==> src/rtl/reg_bank_writer_pkg.sv <==
// Shared definitions for the register-bank writer: data/bank geometry and FSM encoding.
package reg_bank_writer_pkg;

   localparam int unsigned WIDTH = 16;
   localparam int unsigned NREG  = 8;
   localparam int unsigned IDX_W = 3;

   typedef enum logic {
      StIdle  = 1'b0,
      StClear = 1'b1
   } state_e;

endpackage

==> src/rtl/reg_bank_writer_dec3to8.sv <==
// Combinational 3-to-8 one-hot decoder with enable, used to steer bank writes.
module dec3to8
   import reg_bank_writer_pkg::*;
(
   input  logic             en,
   input  logic [IDX_W-1:0] sel,
   output logic [NREG-1:0]  onehot
);

   always_comb begin
      onehot = '0;
      if (en) begin
         onehot[sel] = 1'b1;
      end
   end

endmodule

==> src/rtl/reg_bank_writer.sv <==
// Eight-entry register bank with per-register pending flags, sticky write error and
// a seven-cycle sweep-clear of entries 1..7 (entry 0 is hardwired to zero).
module reg_bank_writer #(
   parameter int unsigned WIDTH = reg_bank_writer_pkg::WIDTH,
   parameter int unsigned NREG  = reg_bank_writer_pkg::NREG
) (
   input  logic             clk,
   input  logic             rst_n,
   input  logic             wr_valid,
   output logic             wr_ready,
   input  logic [2:0]       wr_sel,
   input  logic [WIDTH-1:0] wr_data,
   input  logic             rsv_valid,
   input  logic [2:0]       rsv_sel,
   input  logic             clr_req,
   output logic             clr_busy,
   output logic [WIDTH-1:0] reg0,
   output logic [WIDTH-1:0] reg1,
   output logic [WIDTH-1:0] reg2,
   output logic [WIDTH-1:0] reg3,
   output logic [WIDTH-1:0] reg4,
   output logic [WIDTH-1:0] reg5,
   output logic [WIDTH-1:0] reg6,
   output logic [WIDTH-1:0] reg7,
   output logic [NREG-1:0]  busy,
   output logic             wr_err
);

   import reg_bank_writer_pkg::*;

   localparam logic [IDX_W-1:0] PtrFirst = IDX_W'(1);
   localparam logic [IDX_W-1:0] PtrLast  = IDX_W'(NREG - 1);

   state_e                       state_q, state_d;
   logic [IDX_W-1:0]             ptr_q, ptr_d;
   logic [NREG-1:0][WIDTH-1:0]   regs_q, regs_d;
   logic [NREG-1:0]              busy_q, busy_d;
   logic                         wr_err_q, wr_err_d;
   logic [NREG-1:0]              wr_hot;
   logic                         wr_fire;

   assign wr_ready = (state_q == StIdle);
   assign clr_busy = (state_q == StClear);
   assign wr_fire  = wr_valid & wr_ready;

   dec3to8 u_dec (
      .en     (wr_fire),
      .sel    (wr_sel),
      .onehot (wr_hot)
   );

   always_comb begin
      state_d  = state_q;
      ptr_d    = ptr_q;
      regs_d   = regs_q;
      busy_d   = busy_q;
      wr_err_d = wr_err_q;

      unique case (state_q)
         StIdle: begin
            for (int i = 1; i < int'(NREG); i++) begin
               if (wr_hot[i]) begin
                  regs_d[i] = wr_data;
                  busy_d[i] = 1'b0;
                  if (!busy_q[i]) begin
                     wr_err_d = 1'b1;
                  end
               end
            end
            if (clr_req) begin
               state_d = StClear;
               ptr_d   = PtrFirst;
            end
         end
         StClear: begin
            regs_d[ptr_q] = '0;
            busy_d[ptr_q] = 1'b0;
            if (ptr_q == PtrLast) begin
               state_d = StIdle;
               ptr_d   = PtrFirst;
            end else begin
               ptr_d = ptr_q + IDX_W'(1);
            end
         end
         default: state_d = StIdle;
      endcase

      // Reservation is applied last so it overrides both write and sweep clears.
      if (rsv_valid) begin
         busy_d[rsv_sel] = 1'b1;
      end

      regs_d[0] = '0;
      busy_d[0] = 1'b0;
   end

   always_ff @(posedge clk or negedge rst_n) begin
      if (!rst_n) begin
         state_q  <= StIdle;
         ptr_q    <= PtrFirst;
         regs_q   <= '0;
         busy_q   <= '0;
         wr_err_q <= 1'b0;
      end else begin
         state_q  <= state_d;
         ptr_q    <= ptr_d;
         regs_q   <= regs_d;
         busy_q   <= busy_d;
         wr_err_q <= wr_err_d;
      end
   end

   assign reg0   = regs_q[0];
   assign reg1   = regs_q[1];
   assign reg2   = regs_q[2];
   assign reg3   = regs_q[3];
   assign reg4   = regs_q[4];
   assign reg5   = regs_q[5];
   assign reg6   = regs_q[6];
   assign reg7   = regs_q[7];
   assign busy   = busy_q;
   assign wr_err = wr_err_q;

endmodule

==> config.mk <==
export PLATFORM = sky130hd
export DESIGN_NAME = reg_bank_writer
export DESIGN_NICKNAME = d
export VERILOG_FILES = /design/src/rtl/reg_bank_writer_pkg.sv /design/src/rtl/reg_bank_writer_dec3to8.sv /design/src/rtl/reg_bank_writer.sv
export SDC_FILE = /design/constraint.sdc
export NUM_CORES = 1
export LEC_CHECK = 0
export BUFFER_PORTS_ARGS = -buffer_cell sky130_fd_sc_hd__buf_2
export CORE_ASPECT_RATIO = 1.75
export CORE_MARGIN = 5
export CORE_UTILIZATION = 45
export CTS_CLUSTER_DIAMETER = 50
export CTS_CLUSTER_SIZE = 24
export DETAILED_ROUTE_END_ITERATION = 12
export GPL_TIMING_DRIVEN = 0
export PLACE_DENSITY = 0.71
export SETUP_SLACK_MARGIN = 0.15
export SKIP_CTS_REPAIR_TIMING = 1
export SLEW_MARGIN = 5
export SYNTH_ARGS = -nofsm -noshare
export SYNTH_HDL_FRONTEND = slang
export SYNTH_SLANG_ARGS = --single-unit
==> constraint.sdc <==
create_clock -name clk -period 2.9 [get_ports clk]
set_input_delay 0.58 -clock clk [delete_from_list [all_inputs] [get_ports clk]]
set_output_delay 0.58 -clock clk [all_outputs]
set_load 0.01 [all_outputs]
=== After elaboration in Yosys (flattened, before gate mapping) ===
Cells that the tools add are included.

* Word-level logic and storage cells: 85
* Bits of input ports: 27
* Bits in registers: 124

* Multiplexer cells: 48
* Reductions and logical operators: 3
* Equality and inequality tests: 9
* Add/subtract/negate cells: 1
* $lt $le $gt $ge: 6
* Bitwise operators: 7

{| class="wikitable"
|+ Operator list
! kind !! number
|-
| $pmux W112 S2 || 1
|-
| $and A128 B128 Y128 || 1
|-
| $mux W16 || 8
|-
| $not A128 Y128 || 1
|-
| $demux W16 S3 || 1
|-
| $mux W1 || 28
|-
| $mux W8 || 2
|-
| $ne A2 B1 Y1 const B || 8
|-
| $pmux W7 S2 || 1
|-
| $lt A3 B4 Y1 const B || 3
|-
| $demux W1 S3 || 3
|-
| $ge A3 B1 Y1 const B || 3
|-
| $and A8 B8 Y8 || 1
|-
| $not A8 Y8 || 1
|-
| $or A8 B8 Y8 || 1
|-
| $mux W3 || 2
|-
| $pmux W3 S2 || 1
|-
| $add A3 B1 Y3 const B || 1
|-
| $eq A3 B3 Y1 const B || 1
|-
| $logic_and A1 B1 Y1 || 3
|-
| $pmux W1 S2 || 1
|-
| $and A1 B1 Y1 || 1
|-
| $not A1 Y1 || 1
|}

=== Longest topological paths before layout ===
* Word-level depth: 19
* Gate-level depth with buffers: 6

=== Hierarchy ===
Synthesis repeated with hierarchy kept, for this count alone.

* Cells, all modules: 369
* Area, all modules: 5068.6 um^2

{| class="wikitable"
|+ Modules (own cells, without submodules)
! module !! cells each !! area each (um^2) !! instances
|-
| reg_bank_writer || 361 || 4972.3 || 1
|-
| dec3to8 || 8 || 96.3 || 1
|}

=== Worst setup path before layout ===
Ideal clock, no wire load.

* Path type: input -> register
* From: input port wr_sel[1]
* To: register regs_q (netlist bit reg4[10])
* Setup time: 0.129 ns
* Setup slack: 1.164 ns
* Arrival: 1.607 ns
* Cell stages on the path: 5
* Data required time: 2.771 ns
* Cells stage by stage: buf_4 -> or4_1 -> buf_6 -> buf_6 -> mux2i_1

* Cells in the longest elaborated chain, start to end: 6

{| class="wikitable"
|+ RTL lines
! what !! line !! RTL
|-
| from (decl) || reg_bank_writer.sv:11 || <nowiki>input logic [2:0] wr_sel,</nowiki>
|-
| $lt A3 B4 Y1 (implied by the code) or $ge A3 B1 Y1 (tied branches) || reg_bank_writer_dec3to8.sv:13 || <nowiki>onehot[sel] = 1'b1;</nowiki>
|-
| $logic_and A1 B1 Y1 (implied by the code) || reg_bank_writer_dec3to8.sv:13 ||
|-
| $mux W1 (implied by the code) || reg_bank_writer_dec3to8.sv:13 ||
|-
| $demux W1 S3 * || -- ||
|-
| $mux W8 * || reg_bank_writer_dec3to8.sv:12 || <nowiki>if (en) begin</nowiki>
|-
| $ne A2 B1 Y1 (no line) * || -- ||
|-
| to (signal assigned) || reg_bank_writer.sv:107 || <nowiki>regs_q <= regs_d;</nowiki>
|-
| to (decl) || reg_bank_writer.sv:36 || <nowiki>logic [NREG-1:0][WIDTH-1:0] regs_q, regs_d;</nowiki>
|}

Mark *: on every way between the ends. The rest lies on a longest branch, timed or not.
A chain may end at the register's enable or synchronous reset.

=== Worst setup path in the final report ===
* From: register state_q, in the netlist clr_busy
* To: output port wr_ready

* Cells in the longest elaborated chain, start to end: 1

{| class="wikitable"
|+ RTL lines
! what !! line !! RTL
|-
| from (decl) || reg_bank_writer.sv:34 || <nowiki>state_e state_q, state_d;</nowiki>
|-
| from (signal assigned) || reg_bank_writer.sv:99 || <nowiki>state_q <= StIdle;</nowiki>
|-
| from (signal assigned) || reg_bank_writer.sv:105 || <nowiki>state_q <= state_d;</nowiki>
|-
| $not A1 Y1 || reg_bank_writer.sv:42 || <nowiki>assign wr_ready = (state_q == StIdle);</nowiki>
|-
| to (decl) || reg_bank_writer.sv:10 || <nowiki>output logic wr_ready,</nowiki>
|}

No other way between the ends.

==> flow_summary_export.csv <==
group,metric,value,unit
run_status,status,"finished clean",
route,wl,15000,um
worst_setup_path,cp_max_fo,10,
sta,rsz0062_at_grt,"false",
worst_setup_path,crit_type,"flop to primary output",
synthesis,yosysMostFrequentCell,"nand2_1",
clock_network,clk_latency,410,ps
synthesis,yosysUniqueCellTypes,32,
synthesis,ys_top_cells_by_count,"137 x nand2_1, 123 x dfrtp_1, 114 x mux2i_1",
sta,fin_crit,2400,ps
worst_setup_path,rr_worst_depth,5,
cells_and_area,antennaDiodeCount,0,
cells_and_area,drive_above_1_share,34.0,%
sta,tightest_slew,651,ps
worst_setup_path,r2r_end,"reg5[15]",
cells_and_area,fill_cells,1048,
global_routing,grt_use_met2,39.0,%
worst_setup_path,cp_num_buf_inv,4,
global_routing,grt_antenna_before_repair,1,
global_routing,gr-total-overflow,0,
route,ant_nets,0,
worst_setup_path,reg2reg_slack,950,ps
route,vias_per_cell,5.20,
worst_setup_path,endpoint_kind,"primary output",
clock_network,clk_path_buf_depth,2,
route,first_pass_iters,4,
clock_network,clockRootBuffer,"clkbuf_16",
synthesis,yosys-top-cells-area,"dfrtp_1 57%, mux2i_1 21%, nand2_1 9.4%",
sta,finClkSkew,7.84,ps
place,port_buffers,147,
worst_setup_path,start_kind,"flop",
synthesis,synthArstFlopShare,100,%
floorplanning,rows,53,
floorplanning,ioPinCount,166,
worst_setup_path,critical-path-slowest-cell,"dfrtp_1",
worst_setup_path,crit_family,"buffers and inverters",
power_and_ir_drop,power.leakage,0.00384,uW
sta,setup_slack,498,ps
synthesis,synth_edf_count,0,
route,drc,0,
floorplanning,core_area,11900,sq um
clock_network,cts_tree,"done",
global_routing,use_met1,23.4,%
global_routing,top_usage_layer,"met2",
worst_setup_path,path_cells,"buf_2 > inv_1 > clkbuf_1 > buf_2",
sta,timing.hold.ws,171,ps
global_routing,met3_usage,5.71,%
place,dpl.hpwl,11400,um
route,drt-initial-drc-count,147,
worst_setup_path,crit_required,2320,ps
synthesis,synth.cell_area,5450,sq um
sta,fmax,0.416,GHz
synthesis,synth-main-ff-cell,"dfrtp_1",
floorplanning,chipWidth,93.2,um
worst_setup_path,path_depth,4,
power_and_ir_drop,pwr_density_cell,992,nW/um^2
clock_network,path_clk_slew,60,ps
worst_setup_path,cpMostUsedCell,"buf_2",
sta,finalHoldViolCount,0,
sta,setup_viol,0,
sta,finalMaxSlewViolations,0,
sta,slew_headroom,56.6,%
worst_setup_path,cpPeakStageDelay,470,ps
flow_run,drv_cap,0,
place,gp_congestion,0.863,
synthesis,netlist.area_leader.share,56.5,%
hold_path,hp-class,"primary input to asynchronous set/reset pin",
global_routing,grt_max_degree,70,
synthesis,synth.largest_area_cell,"dfrtp_1",
floorplanning,die_area,14500,sq um
power_and_ir_drop,ir_worst_vdd,0.000542,V
clock_network,cts_sinks,124,
clock_network,htreeDepth,4,
global_routing,grt_pass1_wl,23600,um
place,dp_slack,934,ps
global_routing,grt_pass1_vias,4414,
synthesis,syn_inst,468,
cells_and_area,area_delta_synth_final,29.1,%
cells_and_area,final_net_count,680,
floorplanning,die_h,156,um
worst_setup_path,critPathArrivalTime,1820,ps
synthesis,synth_warnings,0,
global_routing,grt_usage,21.5,%
synthesis,ys_seq_area_share,57.0,%
clock_network,cts_buffers,17,
synthesis,synth_area_per_cell,11.6,sq um
route,vias,4166,
route,wl_per_cell,18.7,um
sta,post-route-period-util,82.8,%
worst_setup_path,timing.rr.start,"clr_busy",
synthesis,ys_seq_elements,124,
floorplanning,initial_core_util,45.6,%
-- metrics by stage --
step,instance area (sq um),instances,utilization [%],setup TNS [ps],total power (uW)
2_1_floorplan,5510,484,-,0,3870
3_3_place_gp,6410,768,53.7,-25570,4860
3_5_place_dp,6450,769,54.0,0,4960
4_1_cts,7030,801,58.9,0,7050
5_1_grt,7030,801,58.9,0,7380
6_report,7030,801,58.9,0,6970
-- worst reg2reg max path: stages (launching register included) --
cell,delay (ps)
dfrtp_1,470
buf_2,230
inv_1,100
clkbuf_1,420
nand2_1,400
mux2i_1,270
-- cell usage in the layout, fill, tap and decap left out, types with 2 or more instances in the layout --
cell / count
buf_2: 154
nand2_1: 137
dfrtp_1: 123
mux2i_1: 114
buf_4: 22
conb_1: 17
clkbuf_16: 17
clkbuf_1: 10
buf_6: 7
nand2b_1: 4
a31o_2: 4
o22ai_1: 4
clkinv_2: 4
clkinvlp_4: 4
inv_1: 3
nand4b_1: 3
nor2_1: 3
nor3_1: 3
nand4bb_1: 3
nand3_1: 2
or3_1: 2
nor2_4: 2
ha_1: 2
bufinv_16: 2
inv_6: 2
clkinv_4: 2
-- report_power, final --
group / leakage (uW) / internal, uW / switching (uW)
combinational: 0.00188 / 858 / 1390
sequential: 0.00167 / 2290 / 354
clock: 0.000278 / 1290 / 795
-- cell families (layout without fill, tap and decap cells) --
| logic type | after synthesis | in the layout | synth area share [%] |
|---|---|---|---|
| simple gates | 164 | 164 | 13.1 |
| flops | 124 | 124 | 57.0 |
| mux | 115 | 115 | 21.4 |
| buf+inv | 50 | 230 | 6.18 |
| compound gates | 12 | 12 | 1.75 |
| fa+ha+maj | 2 | 2 | 0.459 |
| other cells | 1 | 17 | 0.0689 |
-- state kept, by name, summed over array words and instances, names as in the netlist --
signal	count
reg5	16
reg4	16
reg7	16
reg2	16
reg3	16
clr_busy	1
busy	7
ptr_q	3
wr_err	1
reg6	16
reg1	16
-- per-layer routing --
layer	wire length, um	vias up
met4	398	2
met2	8190	148
met3	846	33
li1	-	1914
met5	9	-
met1	5560	2069
-- how the worst max path moves through the flow --
stage               end  startpoint
2_1_floorplan  reg4[10]   wr_sel[1]
3_3_place_gp   reg2[15]       rst_n
3_5_place_dp   wr_ready    clr_busy
4_1_cts        wr_ready    clr_busy
5_1_grt        wr_ready    clr_busy
6_report       wr_ready    clr_busy
-- final cells by class --
type	instances	area (sq um)	share of cell area (%)
sequential	124	3100	44.2
buffer	47	325	4.63
clock buffer	18	439	6.25
tap	137	171	2.44
inverter	3	11.3	0.160
multi-input combinational	310	2060	29.4
clock inverter	14	145	2.06
timing repair buffer	148	769	10.9
(Power assumes the default switching activity.)
